File: config.mk
export PLATFORM = sky130hd
export DESIGN_NAME = lelbc_round
export DESIGN_NICKNAME = d
export VERILOG_FILES = /design/src/rtl/lelbc_round.sv
export SDC_FILE = /design/constraint.sdc
export NUM_CORES = 1
export LEC_CHECK = 0
export ABC_CLOCK_PERIOD_IN_PS = 1370
export BUFFER_PORTS_ARGS = -buffer_cell sky130_fd_sc_hd__buf_2
export CELL_PAD_IN_SITES_DETAIL_PLACEMENT = 0
export CELL_PAD_IN_SITES_GLOBAL_PLACEMENT = 2
export CORE_MARGIN = 3
export CORE_UTILIZATION = 34
export CTS_BUF_LIST = sky130_fd_sc_hd__clkbuf_8
export CTS_CLUSTER_SIZE = 24
export DETAILED_ROUTE_END_ITERATION = 10
export HOLD_SLACK_MARGIN = 0.15
export PLACE_DENSITY_LB_ADDON = 0.1
export SYNTH_ARGS = -nofsm -noshare
export SYNTH_HDL_FRONTEND = slang
export SYNTH_SLANG_ARGS = --single-unit
File: constraint.sdc
create_clock -name clk -period 1.37 [get_ports clk]
set_clock_uncertainty 0.2 [all_clocks]
set_input_delay 0.137 -clock clk [delete_from_list [all_inputs] [get_ports clk]]
set_output_delay 0.137 -clock clk [all_outputs]
set_load 0.05 [all_outputs]
File: src/rtl/lelbc_round.sv
`default_nettype none
// ============================================================================
// Module   : lelbc_round
// Purpose  : One registered LELBC (PRESENT-128 style) round with key schedule.
//            Define LELBC_RF_COMB_EN for a purely combinational round.
// Revision : 1.0 - initial release
// ============================================================================
module lelbc_round (
    input  logic         clk,
    input  logic         rst_n,
    input  logic         valid_in,
    input  logic [63:0]  state_in,
    input  logic [127:0] key_in,
    input  logic [4:0]   round,
    output logic         valid_out,
    output logic [63:0]  state_out,
    output logic [127:0] key_out
);

    // Vectors are held descending; MSB-first bit i of the cipher lives at [W-1-i].
    localparam int unsigned C_SW = 64;
    localparam int unsigned C_KW = 128;

    function automatic logic [3:0] f_sbox(input logic [3:0] v);
        logic [3:0] s;
        case (v)
            4'h0: s = 4'hC;
            4'h1: s = 4'h5;
            4'h2: s = 4'h6;
            4'h3: s = 4'hB;
            4'h4: s = 4'h9;
            4'h5: s = 4'h0;
            4'h6: s = 4'hA;
            4'h7: s = 4'hD;
            4'h8: s = 4'h3;
            4'h9: s = 4'hE;
            4'hA: s = 4'hF;
            4'hB: s = 4'h8;
            4'hC: s = 4'h4;
            4'hD: s = 4'h7;
            4'hE: s = 4'h1;
            default: s = 4'h2;
        endcase
        return s;
    endfunction

    logic [63:0]  w_ark;
    logic [63:0]  w_sub;
    logic [63:0]  w_perm;
    logic [127:0] w_rot;
    logic [127:0] w_key_next;

    assign w_ark = state_in ^ key_in[C_KW-1 -: C_SW];

    genvar gi;
    generate
        for (gi = 0; gi < 16; gi++) begin : g_sbox
            assign w_sub[C_SW-1-4*gi -: 4] = f_sbox(w_ark[C_SW-1-4*gi -: 4]);
        end
        for (gi = 0; gi < 63; gi++) begin : g_perm
            assign w_perm[C_SW-1-((16*gi) % 63)] = w_sub[C_SW-1-gi];
        end
    endgenerate

    assign w_perm[0] = w_sub[0];

    // Key rotation by 61 toward the MSB, then top two nibbles through the S-box.
    assign w_rot = {key_in[66:0], key_in[127:67]};

    always_comb begin
        w_key_next          = w_rot;
        w_key_next[127:124] = f_sbox(w_rot[127:124]);
        w_key_next[123:120] = f_sbox(w_rot[123:120]);
        w_key_next[66:62]   = w_rot[66:62] ^ round;
    end

`ifdef LELBC_RF_COMB_EN
    logic w_unused_clk_rst;
    assign w_unused_clk_rst = clk ^ rst_n;

    assign valid_out = valid_in;
    assign state_out = w_perm;
    assign key_out   = w_key_next;
`else
    logic         r_valid;
    logic [63:0]  r_state;
    logic [127:0] r_key;

    always_ff @(posedge clk or negedge rst_n) begin
        if (!rst_n) begin
            r_valid <= 1'b0;
            r_state <= '0;
            r_key   <= '0;
        end else begin
            r_valid <= valid_in;
            if (valid_in) begin
                r_state <= w_perm;
                r_key   <= w_key_next;
            end
        end
    end

    assign valid_out = r_valid;
    assign state_out = r_state;
    assign key_out   = r_key;
`endif

endmodule
`default_nettype wire

==> key figures, run 1 <==
Run status
  • Outcome: complete, but fails checks
  • Failing checks: negative hold slack, negative setup slack

Power
  • Comb pwr share: 47.0%
  • Clock Power Share: 20.0%
  • Pint: 12.9 mW
  • Leakage power: 8.73 nW
  • Max VDD drop: 0.658 mV
  • Pwr/cell area: about 1100 nW/um2
  • Switching Share: ~39%
  • Net Switching: 8.43 mW
  • Sequential Power Share: between 30 and 40%

STA
  • Final min period: 1490 ps
  • Fin. max-slew vios: 0
  • Final hold vios: 51
  • RSZ-0062 raised after global routing: true
  • Relative slew slack: 75.7%
  • Fmax: about 0.67 GHz
  • WHS: -302 ps
  • Setup ws final: -122 ps
  • Final Setup Violations: around 220
  • Final Cycle Share: 109%
  • Worst-Margin Slew: 363 ps

Floorplanning
  • Initial Utilization: 34.9%
  • I/O pin count: between 300 and 400
  • FP Rows: 63
  • Die Area: 32900 um2
  • Die width: 181 um
  • Die H: 181 um
  • Core area: between 20000 and 30000 um2

Synth
  • Ys Warns: 0
  • Number of distinct library cells after synthesis: 33
  • Top FF cell, synth: dfrtp_1
  • Synth Instances: 898
  • Register bit count reported by yosys: 193
  • Mapped Nets: ~1200
  • Synth top area share: around 46%
  • Seq/Total Area, Yosys: about 46%
  • Synth area leader: dfrtp_1
  • Async set-reset flop share out of synthesis: 100%
  • Post-Syn Area per Cell: about 12 um2
  • Top cells by area, synth: dfrtp_1 46%, mux2_2 16%, ha_1 6.9%, a21oi_1 4.4%, xnor2_1 3.6%
  • Post-Syn Area: 10500 um2
  • Post-synth EDFFs: 0

Final layout
  • Share of layout cells above drive strength 1: 55.7%
  • FILL cells: between 2000 and 2500
  • Commonest non-fill, non-tap cell in the layout: buf_6
  • Most frequent cells in the layout: 195 x buf_6, 193 x dfrtp_1, 191 x buf_2
  • Nets: around 1900
  • Area Growth Syn to Fin: 77.9%
  • Diodes inserted: 0
  • Design area: 18600 um2

Route
  • Drt via density: 4.63
  • Metal2 WL: about 16 mm
  • Starting DRT DRC Count: ~260
  • Drt drc: 0
  • Metal-1 WL: 13.3 mm
  • Routed wire length: 32.6 mm
  • Avg WL per Cell: 16.2 um
  • Antenna-violating nets left: 0
  • DR pass1 iterations: 4
  • Uppermost layer routed: met5
  • DR WL met3: 2.34 mm
  • Via count: 9320

Min path
  • Hold Path Class: input port to register
  • Hold EP: key_out[32]$_DFFE_PN0P_
  • Hold_sp: key_in[99]
  • WHS Path Cells: 2

Worst setup path
  • Critical path data arrival time: between 1500 and 2000 ps
  • Crit Path Category: input port to register
  • R2r endpoint: key_out[74]$_DFFE_PN0P_
  • FF-to-FF path depth: 3
  • CP startpoint kind: input port
  • CP required: 1610 ps
  • Worst r2r src: key_out[74]$_DFFE_PN0P_
  • CP endpoint kind: register
  • CP max FO: 6
  • R2R Setup Slk: 140 ps

Placed design
  • IO buf count: ~400
  • Final HPWL DP: approximately 24 mm
  • Post-Place Cell Area: 14900 um2
  • Placer Congestion: 0.841
  • Post-Place Setup Slack: -472 ps

Clock tree
  • Clk pin slew, worst setup/hold paths: approximately 120 ps
  • Max Buffers Root-to-Sink: 2
  • Clk sink count: 193
  • Clk_lat worst skew: 510 ps
  • CTS tree: yes
  • CTS root buffer: clkbuf_8
  • Clock buffer count from CTS: 17
  • H-tree lvl count: 4

GRT
  • Grt total ovfl: 0
  • First-pass GRT wire length: 51.9 mm
  • Initial antenna violation count: 1
  • Largest net degree at the start of global routing: 59
  • GR Util All Layers: 19.6%
  • Vias in the first global route: 9798

Flow run
  • Max Cap Viol: 0
-- worst max-delay path by stage --
| stage | slack (ps) | start | depth (start not counted) | end |
|---|---|---|---|---|
| 3_3_place_gp | -460 | key_in[96] | 6 | state_out[40]$_DFFE_PN0P_ |
| 4_1_cts | -130 | key_out[67]$_DFFE_PN0P_ | 1 | key_out[67] |
| 5_1_grt | -140 | state_out[18]$_DFFE_PN0P_ | 1 | state_out[18] |
| 3_5_place_dp | -470 | state_in[1] | 6 | state_out[32]$_DFFE_PN0P_ |
| 6_report | -120 | key_in[110] | 7 | state_out[59]$_DFFE_PN0P_ |
| 2_1_floorplan | -410 | key_in[65] | 6 | state_out[32]$_DFFE_PN0P_ |
-- logic make-up (layout without fill, tap and decap cells) --
group | after synthesis | count (layout) | share of synthesized area (%)
mux | 196 | 196 | 22.2
flops | 193 | 193 | 46.1
compound gates | 164 | 164 | 9.58
simple gates | 113 | 113 | 4.22
buf+inv | 98 | 821 | 3.65
xor+xnor | 76 | 76 | 7.33
fa+ha+maj | 58 | 58 | 6.93
-- flip-flops by register name, indices dropped and copies added, names as in the netlist --
signal / cells
key_out: 128
state_out: 64
valid_out: 1
-- per-layer routing --
| layer | vias up | GRT usage [%] |
|---|---|---|
| li1 | 4545 | - |
| met1 | 4483 | 23.3 |
| met2 | 261 | 34.0 |
| met3 | 29 | 6.77 |
| met4 | 2 | 4.97 |
| met5 | - | 0 |
-- metrics by stage --
stage / cells / setup TNS, ps / util [%] / hold slack, ps / total power [mW]
after CTS: 1960 / -17710 / 60.1 / -350 / 21.3
final: 2011 / -7150 / 62.2 / -302 / 21.4
after detailed placement: 1781 / -16370 / 49.8 / -166 / 15.3
after global routing: 2011 / -21560 / 62.2 / -335 / 22.5
after floorplan: 898 / -3840 / - / -359 / 12.5
after global placement: 1781 / -15420 / 49.8 / -166 / 15.2
-- timing repair --
| action | 4_1_cts | 5_1_grt |
|---|---|---|
| endpoints found under the hold margin | 386 | 159 |
| buffers inserted | 26 | 33 |
| resized for setup | 386 | 35 |
| pin swaps | 0 | 16 |
| hold buffers | 121 | 43 |
| endpoints found under the setup margin | 193 | 287 |
-- worst max-delay path: stages --
cell	delay (ps)
buf_2	130
xor2_2	240
buf_4	200
dlygate4sd3_1	580
nor2_1	50
a211o_1	260
a21oi_1	140
-- cell type report --
class	count	area (um2)	share of cell area [%]
multi-input combinational	607	6420	34.5
timing repair buffer	723	6200	33.3
sequential	193	4830	25.9
tap	390	488	2.62
inverter	66	248	1.33
clock buffer	17	234	1.26
clock inverter	15	213	1.14
-- Yosys cell counts (12+ instances only) --
| cell | number |
|---|---|
| mux4_2 | 14 |
| ha_1 | 58 |
| xor2_1 | 21 |
| mux2i_1 | 37 |
| a211oi_1 | 24 |
| a211o_1 | 18 |
| nor2_1 | 85 |
| mux2_2 | 145 |
| nand2_1 | 19 |
| xnor2_1 | 43 |
| inv_1 | 66 |
| a21oi_1 | 91 |
| dfrtp_1 | 193 |
| buf_1 | 12 |
-- power groups by stage --
stage          Clock (mW)  Combinational (mW)  Sequential, mW
2_1_floorplan           0                2.74            9.77
4_1_cts              4.47                9.76            7.05
3_3_place_gp            0                8.23            6.94
5_1_grt              4.68                10.7            7.15
6_report             4.28                10.0            7.05
3_5_place_dp            0                8.28            6.97
(Power assumes the default switching activity.)
==> run 2, diff against run 1 <==
--- a/config.mk
+++ b/config.mk
@@ -15,7 +15,8 @@
 export CTS_CLUSTER_SIZE = 24
 export DETAILED_ROUTE_END_ITERATION = 10
 export HOLD_SLACK_MARGIN = 0.15
-export PLACE_DENSITY_LB_ADDON = 0.1
+export PLACE_DENSITY = 0.9
+export REMOVE_ABC_BUFFERS = 1
 export SYNTH_ARGS = -nofsm -noshare
 export SYNTH_HDL_FRONTEND = slang
 export SYNTH_SLANG_ARGS = --single-unit
==> key figures, run 2 (same netlist as run 1, synthesis figures left out) <==
STA
  • Fin. max-slew vios: 0 (unchanged)
  • Setup ws final: -90.2 ps (+31.7 ps)
  • RSZ-0062 raised after global routing: true
  • WHS: -301 ps (+1.52 ps)
  • Worst-Margin Slew: 462 ps (+98.4 ps)
  • Fmax: 0.685 GHz (+2.2%)
  • Final min period: 1460 ps (-31.7 ps)
  • Final hold vios: 67 (+31%)
  • Final Setup Violations: 204 (-6.4%)
  • Fin Setup TNS: -4630 ps (+2520 ps)
  • Final Cycle Share: 107% (-2.3 points)
  • Relative slew slack: 69.0% (-6.7 points)

Placed design
  • Final HPWL DP: 23.0 mm (-2.5%)
  • IO buf count: 392 (unchanged)
  • Placer Congestion: 0.821 (-2.4%)

Route
  • Drt via density: 4.79 (+3.4%)
  • Starting DRT DRC Count: 319 (+25%)
  • DR WL met3: 1.98 mm (-15%)
  • Antenna-violating nets left: 0 (unchanged)
  • Uppermost layer routed: met5
  • Via count: 9805 (+5.2%)
  • Metal2 WL: 18.8 mm (+15%)
  • DR pass1 iterations: 4 (unchanged)
  • Avg WL per Cell: 17.2 um (+6.3%)
  • Metal-1 WL: 13.5 mm (+1.6%)
  • Routed wire length: 35.3 mm (+8.2%)
  • Drt drc: 0 (unchanged)

Power
  • Sequential Power Share: 33.9% (+0.9 points)
  • Net Switching: 8.43 mW (about the same)
  • Max VDD drop: 0.699 mV (+6.2%)
  • Switching Share: 40.3% (+0.86 points)
  • Pwr/cell area: 1140 nW/um2 (-0.74%)
  • Comb pwr share: 47.2% (+0.2 points)
  • Leakage power: 8.84 nW (+1.3%)
  • Clock Power Share: 18.9% (-1.1 points)
  • Pint: 12.5 mW (-3.5%)

Clock tree
  • Max Buffers Root-to-Sink: 2 (unchanged)
  • Clk pin slew, worst setup/hold paths: 120 ps (about the same)
  • H-tree lvl count: 4 (unchanged)
  • Clk_lat worst skew: 480 ps (-30 ps)
  • CTS tree: yes
  • Clk sink count: 193 (unchanged)
  • Clock buffer count from CTS: 17 (unchanged)
  • CTS root buffer: clkbuf_8

Worst setup path
  • Crit Path Category: input port to register
  • CP max FO: 2 (-4)
  • Critical path data arrival time: 1630 ps (-100 ps)
  • CP startpoint kind: input port
  • CP endpoint kind: register
  • CP required: 1540 ps (-70 ps)

Final layout
  • Commonest non-fill, non-tap cell in the layout: buf_4
  • Nets: 1901 (+1.9%)
  • Max reg flops: 128 (unchanged)
  • FILL cells: 2275 (-6.3%)
  • Share of layout cells above drive strength 1: 55.4% (-0.33 points)
  • Area Growth Syn to Fin: 75.5%
  • Final core occ: 61.3% (-0.84 points)
  • Most frequent cells in the layout: 227 x buf_4, 202 x buf_6, 193 x dfrtp_1

Min path
  • Hold Path Class: input port to register

Floorplanning
  • I/O pin count: 393 (unchanged)
  • Initial Utilization: 34.9% (unchanged)
  • Die width: 181 um (unchanged)
  • Die Area: 32900 um2 (unchanged)
  • Core area: 30000 um2 (unchanged)
  • Die H: 181 um (unchanged)
  • FP Rows: 63 (unchanged)

Run status
  • Outcome: complete, but fails checks
  • Failing checks: negative hold slack, negative setup slack

GRT
  • GR Util All Layers: 19.2% (-0.35 points)
  • Initial antenna violation count: 2 (+1)
  • Grt total ovfl: 0 (unchanged)
  • First-pass GRT wire length: 51.8 mm (-0.11%)
  • Largest net degree at the start of global routing: 42 (-29%)
  • Vias in the first global route: 10200 (+4.0%)

Flow run
  • Max Cap Viol: 0 (unchanged)
[run 2: cell types whose count changed in the layout (fill, tap and decap cells not counted), moves of 17 or more]
cell / before / now
inv_1: 38 / 56
inv_2: 28 / 9
buf_4: 182 / 227
xnor2_4: 31 / 8
xnor2_2: 3 / 21
dlygate4sd3_1: 138 / 113
ha_4: 27 / 10
[run 2: area by class of cell]
cell class                 instances  area, um2  share of cell area, %
timing repair buffer             758       6580                   35.8
multi-input combinational        607       5830                   31.7
sequential                       193       4830                   26.3
tap                              390        488                   2.66
inverter                          66        251                   1.37
clock buffer                      18        248                   1.35
clock inverter                    14        143                  0.776
antenna                            1       2.50                 0.0136
[run 2: worst paths after layout]
| path | start | to | slack, ps | cells after the start |
|---|---|---|---|---|
| max in group asynchronous | rst_n | key_out[63]$_DFFE_PN0P_ | 430 | 3 |
| max | key_in[111] | state_out[43]$_DFFE_PN0P_ | -90 | 5 |
| min | key_in[116] | key_out[49]$_DFFE_PN0P_ | -300 | 2 |
| min in group asynchronous | rst_n | state_out[40]$_DFFE_PN0P_ | -20 | 2 |
| max reg2reg | key_out[38]$_DFFE_PN0P_ | key_out[38]$_DFFE_PN0P_ | 140 | 3 |
| min reg2reg | key_out[122]$_DFFE_PN0P_ | key_out[122]$_DFFE_PN0P_ | 330 | 1 |
[run 2: what timing repair did]
item	CTS	global route
setup buffers	34	47
pin swaps	2	34
setup endpoints to repair	202	288
cloned	0	7
endpoints found under the hold margin	386	152
hold buffers	109	25
gates resized for setup	401	87
[run 2: power by group through the flow]
| stage | registers [mW] | logic (mW) | clock network (mW) |
|---|---|---|---|
| after floorplan | 9.77 | 2.16 | 0 |
| after global placement | 6.94 | 7.63 | 0 |
| after global routing | 7.18 | 10.4 | 4.30 |
| final | 7.09 | 9.87 | 3.96 |
| after CTS | 7.05 | 9.26 | 4.07 |
| after detailed placement | 6.98 | 7.73 | 0 |
[run 2: critical path, stage by stage]
cell and delay (ps):
buf_2 90, dlygate4sd3_1 600, xor2_2 190, mux4_2 320
mux2_2 280
[run 2: routing by layer]
metal	track usage, %	vias up
li1	-	4631
met1	22.0	4804
met2	35.5	301
met3	4.87	67
met4	5.45	2
met5	0	-
[run 2: stage by stage]
step / instance area, um2 / hold slack (ps) / worst slack (ps) / std cells / power [mW]
2_1_floorplan: 10300 / -359 / -475 / 866 / 11.9
3_3_place_gp: 14200 / -91.4 / -681 / 1816 / 14.6
3_5_place_dp: 14200 / -84.4 / -690 / 1816 / 14.7
4_1_cts: 17300 / -351 / -111 / 1990 / 20.4
5_1_grt: 18400 / -326 / -109 / 2047 / 21.9
6_report: 18400 / -301 / -90.2 / 2047 / 20.9
